<file path="src/rtl/pipeline_1_decode.sv">
// Decode/register-read stage of the 16-bit in-order pipeline: one-entry instruction
// register, 8x16 register file with writeback bypass and a per-register RAW/WAW scoreboard.
module pipeline_1_decode #(
    parameter int control_width = 22
) (
    input  logic                     clk,
    input  logic                     rst,
    input  logic                     if_valid,
    input  logic [15:0]              if_instr,
    output logic                     id_ready,
    input  logic                     wb_en,
    input  logic [2:0]               wb_num,
    input  logic [15:0]              wb_data,
    output logic [control_width-1:0] control_out,
    output logic [15:0]              Rm,
    output logic [15:0]              Rn,
    output logic [15:0]              Rram,
    output logic [15:0]              imm_out,
    output logic [2:0]               read_num_m,
    output logic [2:0]               read_num_n,
    output logic [2:0]               read_num_ram,
    output logic                     stall,
    output logic                     halted
);
    typedef enum logic [1:0] {
        EMPTY  = 2'd0,
        HOLD   = 2'd1,
        HALTED = 2'd2
    } state_t;

    state_t      state;
    logic [15:0] ir;
    logic [15:0] regs [8];
    logic [7:0]  pend;

    logic [2:0]  opc;
    logic [1:0]  op;
    logic [1:0]  sh;
    logic [2:0]  f_rn;
    logic [2:0]  f_rd;
    logic [2:0]  f_rm;
    logic [15:0] sx_imm8;
    logic [15:0] sx_imm5;

    logic        dec_valid;
    logic        dec_halt;
    logic [2:0]  dest;
    logic        reg_write;
    logic        mem_read;
    logic        mem_write;
    logic [1:0]  wb_sel;
    logic        asel;
    logic        bsel;
    logic        loads;
    logic [1:0]  alu_op;
    logic [1:0]  shift;
    logic [15:0] imm;
    logic [2:0]  num_m;
    logic [2:0]  num_n;
    logic [2:0]  num_ram;
    logic        use_m;
    logic        use_n;
    logic        use_ram;

    logic [21:0] ctrl;
    logic [7:0]  clr_mask;
    logic [7:0]  set_mask;
    logic [7:0]  pend_live;
    logic        hazard;
    logic        issue;

    assign opc     = ir[15:13];
    assign op      = ir[12:11];
    assign f_rn    = ir[10:8];
    assign f_rd    = ir[7:5];
    assign sh      = ir[4:3];
    assign f_rm    = ir[2:0];
    assign sx_imm8 = {{8{ir[7]}}, ir[7:0]};
    assign sx_imm5 = {{11{ir[4]}}, ir[4:0]};

    // Decode is gated on a held instruction so an empty or halted stage reads register 0
    // with no sources and no immediate.
    always_comb begin
        dec_valid = 1'b0;
        dec_halt  = 1'b0;
        dest      = 3'd0;
        reg_write = 1'b0;
        mem_read  = 1'b0;
        mem_write = 1'b0;
        wb_sel    = 2'b00;
        asel      = 1'b0;
        bsel      = 1'b0;
        loads     = 1'b0;
        alu_op    = 2'b00;
        shift     = 2'b00;
        imm       = 16'd0;
        num_m     = 3'd0;
        num_n     = 3'd0;
        num_ram   = 3'd0;
        use_m     = 1'b0;
        use_n     = 1'b0;
        use_ram   = 1'b0;
        if (state == HOLD) begin
            case (opc)
                3'b110: begin
                    if (op == 2'b10) begin
                        dec_valid = 1'b1;
                        dest      = f_rn;
                        reg_write = 1'b1;
                        asel      = 1'b1;
                        bsel      = 1'b1;
                        imm       = sx_imm8;
                    end else if (op == 2'b00) begin
                        dec_valid = 1'b1;
                        dest      = f_rd;
                        reg_write = 1'b1;
                        bsel      = 1'b1;
                        shift     = sh;
                        num_m     = f_rm;
                        use_m     = 1'b1;
                    end
                end
                3'b101: begin
                    dec_valid = 1'b1;
                    alu_op    = op;
                    shift     = sh;
                    num_m     = f_rm;
                    num_n     = f_rn;
                    use_m     = 1'b1;
                    use_n     = 1'b1;
                    if (op == 2'b01) begin
                        loads = 1'b1;
                    end else begin
                        dest      = f_rd;
                        reg_write = 1'b1;
                    end
                end
                3'b011: begin
                    if (op == 2'b00) begin
                        dec_valid = 1'b1;
                        dest      = f_rd;
                        reg_write = 1'b1;
                        mem_read  = 1'b1;
                        wb_sel    = 2'b01;
                        bsel      = 1'b1;
                        imm       = sx_imm5;
                        num_m     = f_rn;
                        use_m     = 1'b1;
                    end
                end
                3'b100: begin
                    if (op == 2'b00) begin
                        dec_valid = 1'b1;
                        mem_write = 1'b1;
                        bsel      = 1'b1;
                        imm       = sx_imm5;
                        num_m     = f_rn;
                        num_ram   = f_rd;
                        use_m     = 1'b1;
                        use_ram   = 1'b1;
                    end
                end
                3'b111: begin
                    dec_valid = 1'b1;
                    dec_halt  = 1'b1;
                end
                default: begin
                    dec_valid = 1'b0;
                end
            endcase
        end
    end

    assign ctrl = {dec_valid, dec_halt, dest, reg_write, mem_read, mem_write, wb_sel,
                   1'b0, asel, bsel, loads, alu_op, shift, 4'b0000};

    // A register being written back this cycle no longer blocks, so its consumer issues now.
    assign clr_mask  = wb_en ? (8'b1 << wb_num) : 8'b0;
    assign pend_live = pend & ~clr_mask;
    assign hazard    = (use_m & pend_live[num_m]) | (use_n & pend_live[num_n]) |
                       (use_ram & pend_live[num_ram]) | (reg_write & pend_live[dest]);
    assign issue     = (state == HOLD) & ~hazard;
    assign set_mask  = (issue & reg_write) ? (8'b1 << dest) : 8'b0;

    assign id_ready     = (state != HALTED) & ((state != HOLD) | issue);
    assign stall        = (state == HOLD) & hazard;
    assign halted       = (state == HALTED);
    assign control_out  = issue ? control_width'(ctrl) : '0;
    assign imm_out      = imm;
    assign read_num_m   = num_m;
    assign read_num_n   = num_n;
    assign read_num_ram = num_ram;
    assign Rm           = (wb_en && wb_num == num_m)   ? wb_data : regs[num_m];
    assign Rn           = (wb_en && wb_num == num_n)   ? wb_data : regs[num_n];
    assign Rram         = (wb_en && wb_num == num_ram) ? wb_data : regs[num_ram];

    // Register file written directly from writeback.
    always_ff @(posedge clk or negedge rst) begin
        if (!rst) begin
            for (int i = 0; i < 8; i++) begin
                regs[i] <= 16'd0;
            end
        end else if (wb_en) begin
            regs[wb_num] <= wb_data;
        end
    end

    // Instruction register, scoreboard and stage state; a newly issued destination
    // overrides a same-edge writeback clear.
    always_ff @(posedge clk or negedge rst) begin
        if (!rst) begin
            state <= EMPTY;
            ir    <= 16'd0;
            pend  <= 8'd0;
        end else begin
            pend <= (pend & ~clr_mask) | set_mask;
            case (state)
                EMPTY: begin
                    if (if_valid) begin
                        ir    <= if_instr;
                        state <= HOLD;
                    end
                end
                HOLD: begin
                    if (issue && dec_halt) begin
                        ir    <= 16'd0;
                        state <= HALTED;
                    end else if (issue) begin
                        if (if_valid) begin
                            ir <= if_instr;
                        end else begin
                            state <= EMPTY;
                        end
                    end
                end
                HALTED: begin
                    state <= HALTED;
                end
                default: begin
                    state <= EMPTY;
                end
            endcase
        end
    end
endmodule

</file>
<file path="config.mk">
export PLATFORM = sky130hd
export DESIGN_NAME = pipeline_1_decode
export DESIGN_NICKNAME = d
export VERILOG_FILES = /design/src/rtl/pipeline_1_decode.sv
export SDC_FILE = /design/constraint.sdc
export NUM_CORES = 1
export LEC_CHECK = 0
export CAP_MARGIN = 30
export CORE_ASPECT_RATIO = 1.4
export CORE_MARGIN = 1.5
export CORE_UTILIZATION = 52
export CTS_CLUSTER_SIZE = 25
export DETAILED_ROUTE_END_ITERATION = 6
export GPL_ROUTABILITY_DRIVEN = 0
export GPL_TIMING_DRIVEN = 0
export MAX_ROUTING_LAYER = met4
export PLACE_DENSITY = 0.78
export SYNTH_ARGS = -nofsm -noshare
export SYNTH_HDL_FRONTEND = slang
export SYNTH_SLANG_ARGS = --single-unit
export TNS_END_PERCENT = 5
</file>
<file path="constraint.sdc">
create_clock -name clk -period 4.2 [get_ports clk]
set_input_delay 1.05 -clock clk [delete_from_list [all_inputs] [get_ports clk]]
set_output_delay 1.05 -clock clk [all_outputs]
set_load 0.03 [all_outputs]
</file>
==> impl_metrics.py <==
metrics = {
    "yosys": {
        "synthCells": 1349,
        "yosysUniqueCellTypes": 75,
        "synth_edf_count": 0,
        "synth.cell_area_sq_mm": 0.0111,
        "ys_seq_area_frac": 0.346,
        "yosysWarningCount": 0,
        "synth.most_common_cell": "nand2_1",
        "yosys-top-cells-area": "dfrtp_1 (35%), nand2_1 (13%), mux2_2 (11%)",
        "synth_top_area_cell": "dfrtp_1",
        "synthTopCellsByCount": "nand2_1 (375), dfrtp_1 (154), mux2_2 (113), nand3_1 (86), clkbuf_1 (83)",
        "async_reset_ff_frac": 1.00,
        "synth.top_cell.area_share": 0.346,
        "synth_seq_cells": 154,
        "synth_top_flop_cell": "dfrtp_1",
        "syn_area_per_cell_sq_um": 8.25,
    },
    "detailed_routing": {
        "wl_met2_mm": 19.8,
        "drc_errors": 13,
        "routed_via_density": 6.74,
        "vias": 12100,
        "first_pass_iters": 7,
        "final_antenna_net_count": 0,
        "drtIter0Drc": 1564,
        "wl_per_cell_microns": 24.2,
        "met3_length_mm": 4.60,
        "wl_met1_mm": 13.9,
        "routed_wl_mm": 43.4,
        "top_layer_used": "met4",
    },
    "timing": {
        "finalClockSkew_ns": 0.00449,
        "max_freq_mhz": 212,
        "hold_viol": 0,
        "whs_ns": 0.554,
        "drv_slew": 0,
        "post-route-period-util": 1.12,
        "max_slew.worst_pin.slew_ns": 0.897,
        "postLayoutSetupSlackWorst_ns": -0.515,
        "period_minus_slack_ns": 4.71,
        "maxSlewHeadroom": 0.402,
        "tns_ns": -17.89,
        "rsz0062_at_grt": "yes",
        "final-setup-viol-count": 65,
    },
    "floorplanning": {
        "start_util": 0.527,
        "dieWidth_microns": 127,
        "ios": 137,
        "fp-row-count": 63,
        "die_h_microns": 176,
        "core_sq_mm": 0.0211,
        "die-area_sq_mm": 0.0223,
    },
    "setup_path": {
        "timing.rr.end": "ir[12]$_DFFE_PN0P_",
        "worstPathArrival_ns": 3.66,
        "cp-startpoint": "ir[13]$_DFFE_PN0P_",
        "endpoint_kind": "primary output",
        "rr_worst_depth": 15,
        "crit_required_ns": 3.15,
        "start_kind": "flip-flop",
        "critPathKind": "reg -> out",
        "rr_startpoint": "ir[13]$_DFFE_PN0P_",
        "reg2reg_slack_ns": 0.67,
        "crit_fanout": 10,
        "cp-endpoint": "control_out[15]",
    },
    "power_and_ir_drop": {
        "power_density_mw_per_mm2": 629,
        "leakagePower_nw": 6.07,
        "max-vdd-ir-drop_v": 0.000338,
    },
    "cts": {
        "h-tree-depth": 4,
        "clkSinkCount": 154,
        "clock_path_buffers": 2,
        "clock_latency_ns": 0.44,
        "root_buffer": "clkbuf_16",
        "cts_tree": "done",
        "cts-hold-fix-buffers": 0,
        "clk_transition_reported_paths_ns": 0.07,
        "cts_made_buffers": 17,
    },
    "finish": {
        "syn_to_final_growth_pct": 26.4,
        "layout.nets": 1559,
        "drive_gt1_frac": 0.279,
    },
    "place": {
        "hpwl_mm": 31.3,
        "portBuffers": 130,
    },
    "flow_run": {
        "drv_cap": 0,
    },
    "grt": {
        "grt_max_degree": 85,
        "grt_pass1_wl_mm": 66.6,
        "grt_pass1_vias": 11900,
        "antenna_found_initial": 2,
        "grt_usage": 0.408,
        "grt_overflow": 0,
    },
    "hold_path": {
        "hold_class": "reg -> reg",
    },
    "outcome": {
        "violations": "design-rule violations, negative setup slack",
        "status": "finished, violations left",
    },
}
==> through the flow <==
stage                     instances   util  cell area [sq um]  setup WS (ns)  total power, mW
after floorplan                1354      -              11200         -0.466             5.15
after global routing           1794  0.666              14100         -0.671             9.14
after detailed placement       1745  0.607              12800          -1.89             6.69
after CTS                      1788  0.659              13900         -0.525             8.49
after global placement         1744  0.606              12800          -3.95             6.61
final                          1794  0.666              14100         -0.515             8.84
==> per-layer routing <==
metal | up-vias | track usage
met5 | - | -
met4 | 0 | 0.359
met3 | 432 | 0.127
met2 | 1013 | 0.642
met1 | 5556 | 0.407
li1 | 5084 | -
==> cells by family after synthesis <==
logic type      count (synthesis)  share of synthesized area
compound gates                234                      0.164
buf+inv                       179                     0.0725
mux                           136                      0.154
xor+xnor                       10                    0.00787
flops                         154                      0.346
simple gates                  635                      0.255
other cells                     1                   0.000337
==> how the worst min path moves through the flow <==
stage / start / endpoint / slack [ns] / cells after the start
4_1_cts: pend[5]$_DFF_PN0_ / pend[5]$_DFF_PN0_ / 0.55 / 2
3_3_place_gp: ir[2]$_DFFE_PN0P_ / ir[2]$_DFFE_PN0P_ / 0.55 / 2
6_report: pend[2]$_DFF_PN0_ / pend[2]$_DFF_PN0_ / 0.55 / 2
2_1_floorplan: pend[5]$_DFF_PN0_ / pend[5]$_DFF_PN0_ / 0.48 / 2
5_1_grt: pend[2]$_DFF_PN0_ / pend[2]$_DFF_PN0_ / 0.58 / 2
3_5_place_dp: ir[3]$_DFFE_PN0P_ / ir[3]$_DFFE_PN0P_ / 0.55 / 2
==> sequential cells by signal (all words and copies together) (netlist names) <==
name   count
state      2
pend       8
ir        16
regs     128
==> worst max-delay path: stages, from the launching register on <==
cell,delay (ns)
dfrtp_1,0.37
buf_2,0.19
clkbuf_4,0.21
and3b_1,0.21
a21oi_1,0.18
a211o_1,0.31
clkinvlp_4,0.30
o221a_2,0.19
nor4_1,0.28
o211a_1,0.26
nand3_4,0.15
buf_12,0.18
nor3_4,0.16
buf_6,0.12
buf_6,0.11
==> cell usage in the layout (no fill, tap or decap), types with 7 or more instances in the layout <==
cell type        netlist  routed
o21a_1                17      17
and3_1                35      34
nor2_1                70      62
clkbuf_16              0      17
mux4_2                17      17
clkbuf_4               0      12
a31oi_1               32      32
buf_6                  5      14
dfrtp_1              154     153
nand2_1              375     372
nor2_4                 0       7
buf_2                 15      26
a21oi_2                1      11
xnor2_1                8       8
mux2_2               113     113
o22ai_1               16      16
clkdlybuf4s50_1        0      56
clkbuf_1              83      51
nand3_1               86      86
nor3_1                13      11
clkbuf_2               0      16
a311oi_1              32      16
clkdlybuf4s15_2        0      30
a21oi_1               58      47
buf_4                 18      57
o32ai_2               16      16
o211ai_1              17      17
inv_1                 36      34
a311oi_2               0      11
==> report_power, final <==
group	internal (mW)	switching (mW)	total (mW)
Combinational	1.95	2.94	4.89
Clock	0.829	0.692	1.52
Sequential	1.85	0.577	2.42
==> final cells by class <==
| cell class | count | area, sq um |
|---|---|---|
| Antenna cell | 2 | 5.00 |
| Tap cell | 260 | 325 |
| Multi-Input combinational cell | 1021 | 6890 |
| Clock buffer | 17 | 425 |
| Fill cell | 1756 | 7060 |
| Timing Repair Buffer | 150 | 1460 |
| Inverter | 41 | 161 |
| Buffer | 135 | 803 |
| Sequential cell | 154 | 3850 |
| Clock inverter | 14 | 139 |
==> timing repair <==
item | 4_1_cts | 5_1_grt
pin swaps | 29 | 10
setup endpoints to repair | 82 | 78
setup buffers | 14 | 3
gates resized for setup | 426 | 49
hold endpoints to repair | 0 | 0
cloned | 1 | 0
No activity file was read; power rests on OpenSTA's default activity.
